**src/rtl/mem_arbiter.sv**
```systemverilog
// mem_arbiter: arbitrates instruction-fetch and data ports onto one RAM (round-robin contention with MEM_ARBITER_RR_EN)
module mem_arbiter #(
  parameter int TIMEOUT_CYCLES = 255
) (
  input  logic        clk,
  input  logic        nrst,
  input  logic        iren,
  input  logic [31:0] iaddr,
  output logic [31:0] iload,
  output logic        iwait,
  output logic        ierr,
  input  logic        dren,
  input  logic        dwen,
  input  logic [31:0] daddr,
  input  logic [31:0] dstore,
  output logic [31:0] dload,
  output logic        dwait,
  output logic        derr,
  output logic        ram_ren,
  output logic        ram_wen,
  output logic [31:0] ram_addr,
  output logic [31:0] ram_store,
  input  logic [31:0] ram_load,
  input  logic [1:0]  ram_state
);
  localparam int CW = (TIMEOUT_CYCLES > 255) ? $clog2(TIMEOUT_CYCLES + 1) : 8;
  typedef enum logic [1:0] {IDLE, IGNT, DGNT} state_t;
  state_t state, state_nx;
  logic [CW-1:0] cnt;
  logic dreq, ig, dg, live, acc, rerr, tmo, ok, bad, pick_d;
  assign dreq = dren | dwen;
  assign ig   = state == IGNT;
  assign dg   = state == DGNT;
  assign live = (ig & iren) | (dg & dreq);
  assign acc  = ram_state == 2'b10;
  assign rerr = ram_state == 2'b11;
  // the timeout fires on the TIMEOUT_CYCLES-th granted cycle that sees neither ACCESS nor ERROR
  assign tmo  = (TIMEOUT_CYCLES != 0) && (cnt == CW'(TIMEOUT_CYCLES - 1)) && !acc && !rerr;
  assign ok   = live & acc;
  assign bad  = live & (rerr | tmo);
`ifdef MEM_ARBITER_RR_EN
  logic last_d;
  assign pick_d = dreq & (~iren | ~last_d);
`else
  assign pick_d = dreq;
`endif
  // RAM side follows the live inputs of whoever holds the grant; strobes drop as soon as the request does
  always_comb begin
    ram_ren   = (ig & iren) | (dg & dren & ~dwen);
    ram_wen   = dg & dwen;
    ram_addr  = ig ? iaddr : dg ? daddr : '0;
    ram_store = dg ? dstore : '0;
    iload     = (ig & ok) ? ram_load : '0;
    dload     = (dg & ok) ? ram_load : '0;
    ierr      = ig & bad;
    derr      = dg & bad;
    iwait     = iren & ~(ig & (ok | bad));
    dwait     = dreq & ~(dg & (ok | bad));
  end
  // next grant: pick a requester from IDLE, always return to IDLE after a grant ends
  always_comb begin
    state_nx = state;
    if (state == IDLE) state_nx = pick_d ? DGNT : iren ? IGNT : IDLE;
    else if (!live || ok || bad) state_nx = IDLE;
  end
  // state register
  always_ff @(posedge clk or negedge nrst) begin
    if (!nrst) state <= IDLE;
    else state <= state_nx;
  end
  // granted-cycle age, zero whenever idle so every grant starts fresh
  always_ff @(posedge clk or negedge nrst) begin
    if (!nrst) cnt <= '0;
    else cnt <= (state == IDLE) ? '0 : cnt + 1'b1;
  end
`ifdef MEM_ARBITER_RR_EN
  // remember which side was served last, updated whenever a grant ends
  always_ff @(posedge clk or negedge nrst) begin
    if (!nrst) last_d <= 1'b0;
    else if (state != IDLE && state_nx == IDLE) last_d <= dg;
  end
`endif
endmodule

```
**config.mk**
```make
export PLATFORM = sky130hd
export DESIGN_NAME = mem_arbiter
export DESIGN_NICKNAME = d
export VERILOG_FILES = /design/src/rtl/mem_arbiter.sv
export SDC_FILE = /design/constraint.sdc
export NUM_CORES = 1
export LEC_CHECK = 0
export CAP_MARGIN = 20
export CORE_AREA = 2 2 104 106
export DETAILED_ROUTE_END_ITERATION = 8
export DIE_AREA = 0 0 106 108
export GPL_TIMING_DRIVEN = 0
export PLACE_DENSITY_LB_ADDON = 0.15
export SYNTH_ARGS = -nofsm -noshare
export SYNTH_HDL_FRONTEND = slang
export SYNTH_SLANG_ARGS = --single-unit
```
**constraint.sdc**
```tcl
create_clock -name clk -period 2.19 [get_ports clk]
set_clock_uncertainty 0.1 [all_clocks]
set_input_delay 0.219 -clock clk [delete_from_list [all_inputs] [get_ports clk]]
set_output_delay 0.219 -clock clk [all_outputs]
set_load 0.05 [all_outputs]
```
-- Word-level counts from Yosys, hierarchy flattened
Cells that the tools add are included.
- memories kept: 0
- bits in read-only memories: 0
- memory bits (writable): 0
- register bits: 10
- bits in latches: 0
- input bits: 135
- $mul: 0
- multiplexer cells: 10
- eq/ne operators: 5
- bitwise operators: 23
- divide/modulo/power cells: 0
- $add $sub $neg: 1
- reductions and logical operators: 9
- shifts and indexed selects: 0
- magnitude comparators: 0
- operator list (operator ; number):
    $mux 32 ; 5
    $and 1x1->1 ; 15
    $add 8x1->8 const B ; 1
    $eq 8x8->1 const B ; 1
    $mux 8 ; 1
    $eq 2x2->1 const B ; 3
    $mux 2 ; 3
    $or 1x1->1 ; 5
    $logic_not 1->1 ; 3
    $not 1->1 ; 3
    $eq 2x1->1 const B ; 1
    $logic_and 1x1->1 ; 2
    $logic_not 2->1 ; 1
    $logic_or 1x1->1 ; 2
    $reduce_bool 2->1 ; 1
    $mux 1 ; 1

-- Longest topological paths before layout
Gate-level depths: netlist (run 1).
- depth after elaboration: 10
- mapped depth: 5
- gate-level depth less buffers: 5

-- Worst setup path before layout (run 1)
No wires, ideal clock.
- kind: flip-flop to output port
- from: reg cnt[0]
- to: out derr
- stages on the path, launching flop included: 6
- buffers on the path: 0
- data arrival time: 2074 ps
- required time: 1871 ps
- path slack: -203 ps
- cell sequence: dfrtp_1 inv_1 ha_1 nand3_1 o31ai_1 nor3b_1
- longest elaborated chain between the ends: 6
- ends and longest elaborated chain (item ; RTL line ; text):
    start: declaration ; 29 ; logic [CW-1:0] cnt;
    start signal: assignment ; 74 ; else cnt <= (state == IDLE) ? '0 : cnt + 1'b1;
    $eq 8x8->1 ; 38 ; assign tmo = (TIMEOUT_CYCLES != 0) && (cnt == CW'(TIMEOUT_CYCLES - 1)) && !acc && !rerr;
    $logic_and 1x1->1 (2 in a row) ; 38 ;
    $or 1x1->1 ; 40 ; assign bad = live & (rerr | tmo);
    $and 1x1->1 ; 40 ;
    $and 1x1->1 ; 56 ; derr = dg & bad;
    end: declaration ; 18 ; output logic derr,
Every way passes these cells.

-- Worst setup path after layout (run 1)
- from: reg state[0]
- to: out ram_wen
- longest elaborated chain between the ends: 2
- ends and longest elaborated chain (item ; RTL line ; text):
    start: declaration ; 28 ; state_t state, state_nx;
    start signal: assignment ; 69 ; else state <= state_nx;
    $eq 2x2->1 ; 33 ; assign dg = state == DGNT;
    $and 1x1->1 ; 50 ; ram_wen = dg & dwen;
    end: declaration ; 20 ; output logic ram_wen,
Every way passes these cells.

==> summary.md, run 1 <==
| Metric | Value |
|---|---|
| First-pass GRT wire length | 15200 µm |
| Final Net Count | 615 |
| Synth Flop Type | dfrtp_1 |
| Final setup fails | 0 |
| TritonCTS Buffers | 3 |
| Syn avg cell area | 7.54 µm² |
| IR Drop Worst-Case VDD | 0.000431 V |
| IO Pins | 269 |
| Sequential fraction of the synthesis area | 16.2% |
| Critical path's slowest cell | clkdlybuf4s50_1 |
| Critical path type | reg -> out |
| Drt drc | 0 |
| Initial antenna violation count | 0 |
| Flop2flop setup slack | 820 ps |
| Layout cells sized above 1 | 33.8% |
| Syn_nets | 342 |
| Worst setup EP type | primary output |
| Yosys warnings | 0 |
| EDFF count, synth | 0 |
| Status | completed |
| Most common cell after layout, fill and taps aside | clkdlybuf4s50_1 |
| Leakage Power | 1.91 nW |
| Post-DP HPWL | 9030 µm |
| Startpoint Class | register |
| Post-CTS Setup Repair Bufs | 0 |
| Clk buf depth | 2 |
| Fin cells | 612 |
| Die area | 0.0114 mm² |
| Dpl cells | 609 |
| Worst-margin pin slew | 570 ps |
| WL final | 10500 µm |
| Clock root buffer master | clkbuf_8 |
| Layout Area Growth over Synthesis | 160% |
| DRT Pass-1 Iters | 4 |
| Post-route cell area | 0.00403 mm² |
| Die X | 106 µm |
| CP Buf/Inv Count | 1 |
| Max-slew violation count | 0 |
| CTS tree | done |
| Routed vias | 2456 |
| Initial Util | 15.1% |
| Distinct cells, synth | 30 |
| Port Buffers | 268 |
| Largest stage delay, worst path | 830 ps |
| ANT nets after route | 0 |
| Area after DPL | 0.00440 mm² |
| CTS Hold Bufs | 0 |
| GRT Total Usage | 17.1% |
| CP required | 1870 ps |
| 1st-iter DRT viols | 100 |
| RD Place Congestion | 0.833 |
| Die Ht | 108 µm |
| CP Cell Sequence | nand2b_4 > nor2_1 > clkdlybuf4s50_1 |
| Arrival @ worst endpoint | 1800 ps |
| Hold Crit Class | in -> async |
| Sink Count | 10 |
| Tcrit/Tclk final | 96.7% |
| Grt ovf | 0 |
| FF+latch count, synth | 10 |
| Cells after synthesis | 205 |
| Largest net degree at the start of global routing | 11 |
| Clk slew on worst S/H paths | 50 ps |
| Async set-reset flop share out of synthesis | 100% |
| Num rows | 37 |
| Core region area | 0.0102 mm² |
| Area of the mapped netlist | 0.00155 mm² |
| RSZ-0062 raised after global routing | yes |
| Most frequent cells in the layout | 135 x clkdlybuf4s50_1, 96 x and2_1, 65 x buf_2, 52 x clkbuf_4, 32 x a22o_1 |
| Power Density | 406 mW/mm² |
| Endpoints failing hold | 0 |
| Max-cap violation count | 0 |
| Fmax | 0.472 GHz |
| ANT cells | 0 |
| Routed len/inst | 17.2 µm |
| CP Max Fanout | 6 |
| Vias in the first global route | 2423 |
| Cell family with the largest share of critical-path delay | buffers and inverters |
| Max_slew headroom | 61.9% |
| Vias per cell | 4.01 |
| Worst-Skew Late Latency | 240 ps |
| H-tree levels | 1 |
| Minimum clock period | 2120 ps |
## cells in the mapped netlist (2+ instances only)
cell type / instances / area share, %
or3_1: 3 / 1.2
buf_4: 4 / 1.9
o21ai_0: 4 / 1.3
a22o_1: 32 / 18
inv_1: 3 / 0.73
a21oi_1: 4 / 1.3
nor2b_1: 2 / 0.81
dfrtp_1: 10 / 16
nor2_1: 8 / 1.9
xor2_1: 2 / 1.1
buf_2: 12 / 3.9
ha_1: 2 / 1.6
nand3_1: 6 / 1.9
and2_1: 96 / 39
nand2_1: 2 / 0.49
## worst reg2reg max path, cell delays in order, from the launching register on
cell	delay, ps
dfrtp_1	420
ha_1	240
inv_1	60
or3_1	340
a21oi_1	140
## stage by stage
stage	hold WS [ps]	utilization (%)	setup WS [ps]	total power, mW	setup TNS (ps)
finish	210	39.4	72.8	1.63	0
global route	234	39.4	-23.3	1.72	-154
CTS	224	41.3	3.31	1.70	0
detailed placement	434	43.0	-593	1.56	-39200
global placement	427	43.0	-590	1.55	-38220
floorplan	-177	-	203	0.964	0
## per-layer routing
layer  part of all wire [%]  up-vias  GRT usage, %  wire, µm
li1                       -     1239             -         -
met1                     40     1103          20.4      4180
met2                     52      102          31.4      5450
met3                    6.6       12          4.22       690
met4                    1.7        0          2.82       178
met5                      0        -             0         0
## final timing paths
check | start | to | cells after the start
max in group asynchronous | nrst | cnt[4] | 1
max | state[0] | ram_wen | 3
max reg2reg | cnt[0] | cnt[6] | 4
min in group clk | cnt[0] | cnt[0] | 1
min reg2reg | cnt[0] | cnt[0] | 1
min | nrst | cnt[6] | 1
## layout make-up
cell class	count	area [µm²]
Buffer	17	128
Clock buffer	3	41.3
Fill cell	1123	6200
Inverter	3	11.3
Multi-Input combinational cell	175	1200
Sequential cell	10	250
Tap cell	136	170
Timing Repair Buffer	268	2230
## cell families (layout without fill, tap and decap cells)
| group | Yosys count | in the layout | synth area share (%) |
|---|---|---|---|
| flops | 10 | 10 | 16.2 |
| buf+inv | 20 | 291 | 7.28 |
| simple gates | 125 | 125 | 49.9 |
| fa+ha+maj | 2 | 2 | 1.62 |
| xor+xnor | 3 | 3 | 1.70 |
| compound gates | 45 | 45 | 23.3 |
## power by group
group | internal (mW) | switching (mW)
clock network | 0.120 | 0.0692
logic | 0.467 | 0.748
registers | 0.203 | 0.0276
total | 0.790 | 0.845
## registers in the layout (all words and copies together), names as in the netlist
register and count:
cnt 8, state 2
## timing repair
| item | in CTS | in global routing |
|---|---|---|
| pin swaps | 0 | 1 |
| resized for setup | 511 | 187 |
| setup endpoints to repair | 133 | 131 |
Note: power is estimated with default switching activity, not from simulation.
==> run 2, diff against run 1 <==
--- a/config.mk
+++ b/config.mk
@@ -9,7 +9,6 @@
 export CORE_AREA = 2 2 104 106
 export DETAILED_ROUTE_END_ITERATION = 8
 export DIE_AREA = 0 0 106 108
-export GPL_TIMING_DRIVEN = 0
 export PLACE_DENSITY_LB_ADDON = 0.15
 export SYNTH_ARGS = -nofsm -noshare
 export SYNTH_HDL_FRONTEND = slang
==> run 2 against run 1 <==
Net effect: wire length grew 7.6%; sequential power barely moved; highest routed layer is now met5; critical endpoint is now derr; power rose by 29%; non-clock buffer count decreased by 12.
==> summary.md, run 2 (same netlist as run 1, synthesis figures left out) <==
| Metric | Value |
|---|---|
| Leakage Power | 2.35 nW |
| Most common cell after layout, fill and taps aside | buf_12 |
| Critical path type | reg -> out |
| H-tree levels | 1 |
| 1st-iter DRT viols | 98 |
| Vias per cell | 4.16 |
| Power Density | 364 mW/mm² |
| WL final | 11300 µm |
| Worst-margin pin slew | 557 ps |
| CP Max Fanout | 6 |
| Final setup fails | 0 |
| ANT nets after route | 0 |
| Vias in the first global route | 2394 |
| Sink Count | 10 |
| TritonCTS Buffers | 3 |
| Fin cells | 600 |
| Initial Util | 15.1% |
| Max-cap violation count | 0 |
| Port Buffers | 268 |
| Die area | 0.0114 mm² |
| Worst setup EP type | primary output |
| Total power | 2.10 mW |
| ANT cells | 0 |
| Post-DP HPWL | 9860 µm |
| Critical path's slowest cell | dfrtp_1 |
| Largest register FFs | 8 |
| Hold Crit Class | in -> async |
| Final Core Density | 56.5% |
| Tcrit/Tclk final | 91.5% |
| Max-slew violation count | 0 |
| Max_slew headroom | 62.8% |
| IR Drop Worst-Case VDD | 0.000429 V |
| Final setup TNS | 0 ps |
| Clk buf depth | 2 |
| Minimum clock period | 2000 ps |
| Register area | 250 µm² |
| RD Place Congestion | 0.833 |
| Routed len/inst | 18.8 µm |
| IO Pins | 269 |
| Post_cts resized | 0 |
| Grt ovf | 0 |
| Core region area | 0.0102 mm² |
| Initial antenna violation count | 1 |
| CP Cell Sequence | inv_1 > ha_1 > nand3_1 > o31ai_1 > nor3b_2 > buf_12 |
| Layout Area Growth over Synthesis | 274% |
| CTS tree | done |
| Clock root buffer master | clkbuf_8 |
| DRT Pass-1 Iters | 4 |
| CTS Hold Bufs | 0 |
| Largest registers | cnt (8), state (2) |
| Layout cells sized above 1 | 32.1% |
| Largest Register | cnt |
| Routed vias | 2498 |
| Fmax | 0.499 GHz |
| Fillers | 885 |
| Die X | 106 µm |
| Worst-Skew Late Latency | 230 ps |
| Status | completed |
| Largest net degree at the start of global routing | 67 |
| Clk slew on worst S/H paths | 40 ps |
| GRT Total Usage | 18.3% |
| Largest stage delay, worst path | 430 ps |
| Dpl cells | 597 |
| Startpoint Class | register |
| Final Net Count | 603 |
| First-pass GRT wire length | 15800 µm |
| Area of the multi-input gates | 0.00120 mm² |
| Endpoints failing hold | 0 |
| Most frequent cells in the layout | 138 x buf_12, 134 x clkdlybuf4s50_1, 96 x and2_1, 32 x a22o_1, 10 x dfrtp_1 |
| Arrival @ worst endpoint | 1690 ps |
| Num rows | 37 |
| Drt drc | 0 |
| RSZ-0062 raised after global routing | no |
| Post-CTS Setup Repair Bufs | 0 |
| CP required | 1870 ps |
| Die Ht | 108 µm |
## run 2: cell count changes in the layout (fill, tap and decap cells not counted), moves of 6 or more
cell and change:
clkdlybuf4s15_2 -7, clkdlybuf4s18_2 -7, buf_12 +138, clkbuf_2 -8, clkbuf_4 -52, buf_2 -65, buf_4 -6
## run 2: final timing paths
| kind | start | to | slack (ps) | cells past startpoint |
|---|---|---|---|---|
| worst max-delay path | cnt[0] | derr | 190 | 6 |
| worst max register to register | cnt[0] | state[1] | 770 | 5 |
| min in group clk | cnt[0] | cnt[0] | 440 | 1 |
| worst min-delay path | nrst | cnt[7] | 200 | 1 |
| worst min register to register | cnt[0] | cnt[0] | 440 | 1 |
| max in group asynchronous | nrst | cnt[5] | 1490 | 1 |
## run 2: cell type report
class	instances	area share [%]
Timing Repair Buffer	273	71.1
Clock buffer	3	0.714
Tap cell	136	2.94
Sequential cell	10	4.33
Multi-Input combinational cell	175	20.7
Inverter	3	0.195
## run 2: worst max-delay path: cells and delay by family (launching register included)
family                     cells  cell delay (ps)
AOI/OAI and AO/OA              1              240
adders and majority gates      1              140
buffers and inverters          2              260
DFF                            1              430
and+or+nand+nor                2              390
## run 2: power breakdown
part	total [mW]	switching (mW)	internal [mW]
Combinational	1.69	0.832	0.859
Sequential	0.232	0.0282	0.203
Clock	0.182	0.0629	0.120
Total	2.10	0.923	1.18
## run 2: layer usage
metal	routed length (µm)	track usage, %
met1	3970	19.5
met2	6160	35.0
met5	13	0
met3	965	6.15
met4	190	3.76
## run 2: metrics by stage
stage / worst slack [ps] / area [µm²] / hold slack [ps]
after floorplan: 203 / 1550 / -177
after global placement: 235 / 5740 / 422
after detailed placement: 200 / 5740 / 445
after CTS: 164 / 5780 / 212
after global routing: 4.01 / 5780 / 228
final: 186 / 5780 / 196
==> run 3, diff against run 2 <==
--- a/config.mk
+++ b/config.mk
@@ -6,10 +6,12 @@
 export NUM_CORES = 1
 export LEC_CHECK = 0
 export CAP_MARGIN = 20
-export CORE_AREA = 2 2 104 106
+export CORE_AREA = 2 2 103 105
 export DETAILED_ROUTE_END_ITERATION = 8
-export DIE_AREA = 0 0 106 108
+export DIE_AREA = 0 0 105 107
+export DONT_BUFFER_PORTS = 1
 export PLACE_DENSITY_LB_ADDON = 0.15
+export SLEW_MARGIN = 20
 export SYNTH_ARGS = -nofsm -noshare
 export SYNTH_HDL_FRONTEND = slang
 export SYNTH_SLANG_ARGS = --single-unit
==> run 3 against run 2 <==
Net effect: cell area fell by 39%; combinational power down 38%; largest cell class unchanged; power shrank 29%; critical endpoint is now dload[12]; largest power group unchanged.
==> summary.md, run 3 (same netlist as run 1, synthesis figures left out) <==
| Metric | Value |
|---|---|
| Status | completed |
| CP Max Fanout | 32 |
| Arrival @ worst endpoint | 1660 ps |
| RSZ-0062 raised after global routing | no |
| Startpoint Class | register |
| Worst hold stages | 2 |
| Worst setup EP type | primary output |
| TritonCTS Buffers | 3 |
| ANT nets after route | 0 |
| Vias per cell | 4.20 |
| Max-slew violation count | 0 |
| Worst r2r src | cnt[0] |
| IR Drop Worst-Case VDD | 0.000204 V |
| Dpl cells | 453 |
| Pint | 0.701 mW |
| Die X | 105 µm |
| Die Ht | 107 µm |
| Comb power frac | 69.3% |
| Die area | 0.0112 mm² |
| Layout Area Growth over Synthesis | 128% |
| CTS tree | done |
| Worst-margin pin slew | 577 ps |
| Hold Crit Class | in -> reg |
| Num rows | 37 |
| Grt ovf | 0 |
| Switching Power | 0.803 mW |
| Final Net Count | 461 |
| Critical path's slowest cell | dfrtp_1 |
| Largest registers | cnt (8), state (2) |
| Vias in the first global route | 1788 |
| H-tree levels | 1 |
| Routed vias | 1934 |
| FF-to-FF End | state[1] |
| Flop2flop setup slack | 800 ps |
| Power Density | 427 mW/mm² |
| First-pass GRT wire length | 11400 µm |
| Most common cell after layout, fill and taps aside | and2_1 |
| Reg2reg path depth | 5 |
| Sw Ratio | 53.4% |
| Register share of total power | 15.3% |
| Layout cells sized above 1 | 43.7% |
| Fmax | 0.506 GHz |
| Largest net degree at the start of global routing | 38 |
| Initial Util | 15.3% |
| Final worst setup slack | 212 ps |
| Leakage Power | 1.54 nW |
| Largest Register | cnt |
| Critical path type | reg -> out |
| Max-cap violation count | 0 |
| Post_cts resized | 0 |
| Port Buffers | 0 |
| Clk buf depth | 2 |
| Drt drc | 0 |
| DRT Pass-1 Iters | 4 |
| Largest register FFs | 8 |
| Minimum clock period | 1980 ps |
| GRT Total Usage | 13.4% |
| Fillers | 1003 |
| Worst-Skew Late Latency | 240 ps |
| CP Cell Sequence | nand2b_4 > nor3_2 > buf_12 > and2_1 > buf_12 |
| Clock root buffer master | clkbuf_8 |
| WL final | 8460 µm |
| Fin cells | 460 |
| Clock Power Share | 15.4% |
| Crit path top cell by count | buf_12 |
| Hold endpoint | state[0] |
| Routed len/inst | 18.4 µm |
| Final setup TNS | 0 ps |
| 1st-iter DRT viols | 148 |
| Largest stage delay, worst path | 440 ps |
| Tcrit/Tclk final | 90.3% |
| CP required | 1870 ps |
| Max_slew headroom | 61.4% |
| Clk slew on worst S/H paths | 50 ps |
| Worst hold margin | 30.7 ps |
| Hold Path Origin | iren |
| Post-DP HPWL | 7280 µm |
| Final setup fails | 0 |
| Sink Count | 10 |
| IO Pins | 269 |
| Final Core Density | 34.9% |
| Initial antenna violation count | 1 |
| Pre-CTS WS | 308 ps |
| RD Place Congestion | 0.786 |
| Most frequent cells in the layout | 96 x and2_1, 68 x buf_12, 62 x buf_4, 32 x a22o_1, 10 x dfrtp_1 |
| Endpoints failing hold | 0 |
| Core region area | 0.0101 mm² |
[run 3: changes by cell type in the layout (fill, tap and decap cells not counted), sizes merged]
cell	change
buf	-9
diode	+1
clkbuf	+1
dlygate4sd3	+1
clkdlybuf4s50	-134
[run 3: stage by stage]
| stage | power (mW) | area (µm²) |
|---|---|---|
| floorplan | 0.964 | 1550 |
| global placement | 1.26 | 3430 |
| detailed placement | 1.27 | 3430 |
| CTS | 1.51 | 3500 |
| global route | 1.57 | 3520 |
| finish | 1.50 | 3520 |
[run 3: how the worst max path moves through the flow]
stage	cells past startpoint	slack, ps	endpoint	startpoint
6_report	5	210	dload[12]	state[0]
2_1_floorplan	4	200	dwait	state[1]
5_1_grt	6	70	ierr	cnt[0]
3_5_place_dp	4	310	ram_ren	state[1]
3_3_place_gp	4	350	ram_addr[30]	state[1]
4_1_cts	4	40	ram_ren	state[1]
[run 3: metal layers]
metal	vias up	routed length (µm)	GRT usage [%]
met1	900	2820	13.7
met4	0	47	2.29
met5	-	0	0
li1	932	-	-
met2	97	5030	27.6
met3	5	560	2.80
[run 3: critical path, delay by kind of cell, from the launching register on]
family	cells	cell delay (ps)
AND/OR/NAND/NOR	3	610
flip-flops	1	440
buffers and inverters	2	350
[run 3: power by group through the flow]
stage	logic (mW)	clock network, mW	registers (mW)
floorplan	0.736	0	0.227
detailed placement	1.03	0	0.233
finish	1.04	0.231	0.230
global route	1.09	0.247	0.233
global placement	1.03	0	0.233
CTS	1.04	0.241	0.230
[run 3: layout make-up]
class	instances	area, µm²	area share (%)
antenna	1	2.50	0.0710
clock buffer	4	55.1	1.56
inverter	3	11.3	0.320
multi-input combinational	175	1200	34.0
sequential	10	250	7.10
tap	136	170	4.83
timing repair buffer	131	1840	52.1
[run 3: timing repair]
| action | 4_1_cts | 5_1_grt |
|---|---|---|
| setup endpoints to repair | 0 | 16 |
| buffers inserted | 0 | 1 |
| hold endpoints to repair | 10 | 0 |
| hold buffers | 1 | 0 |
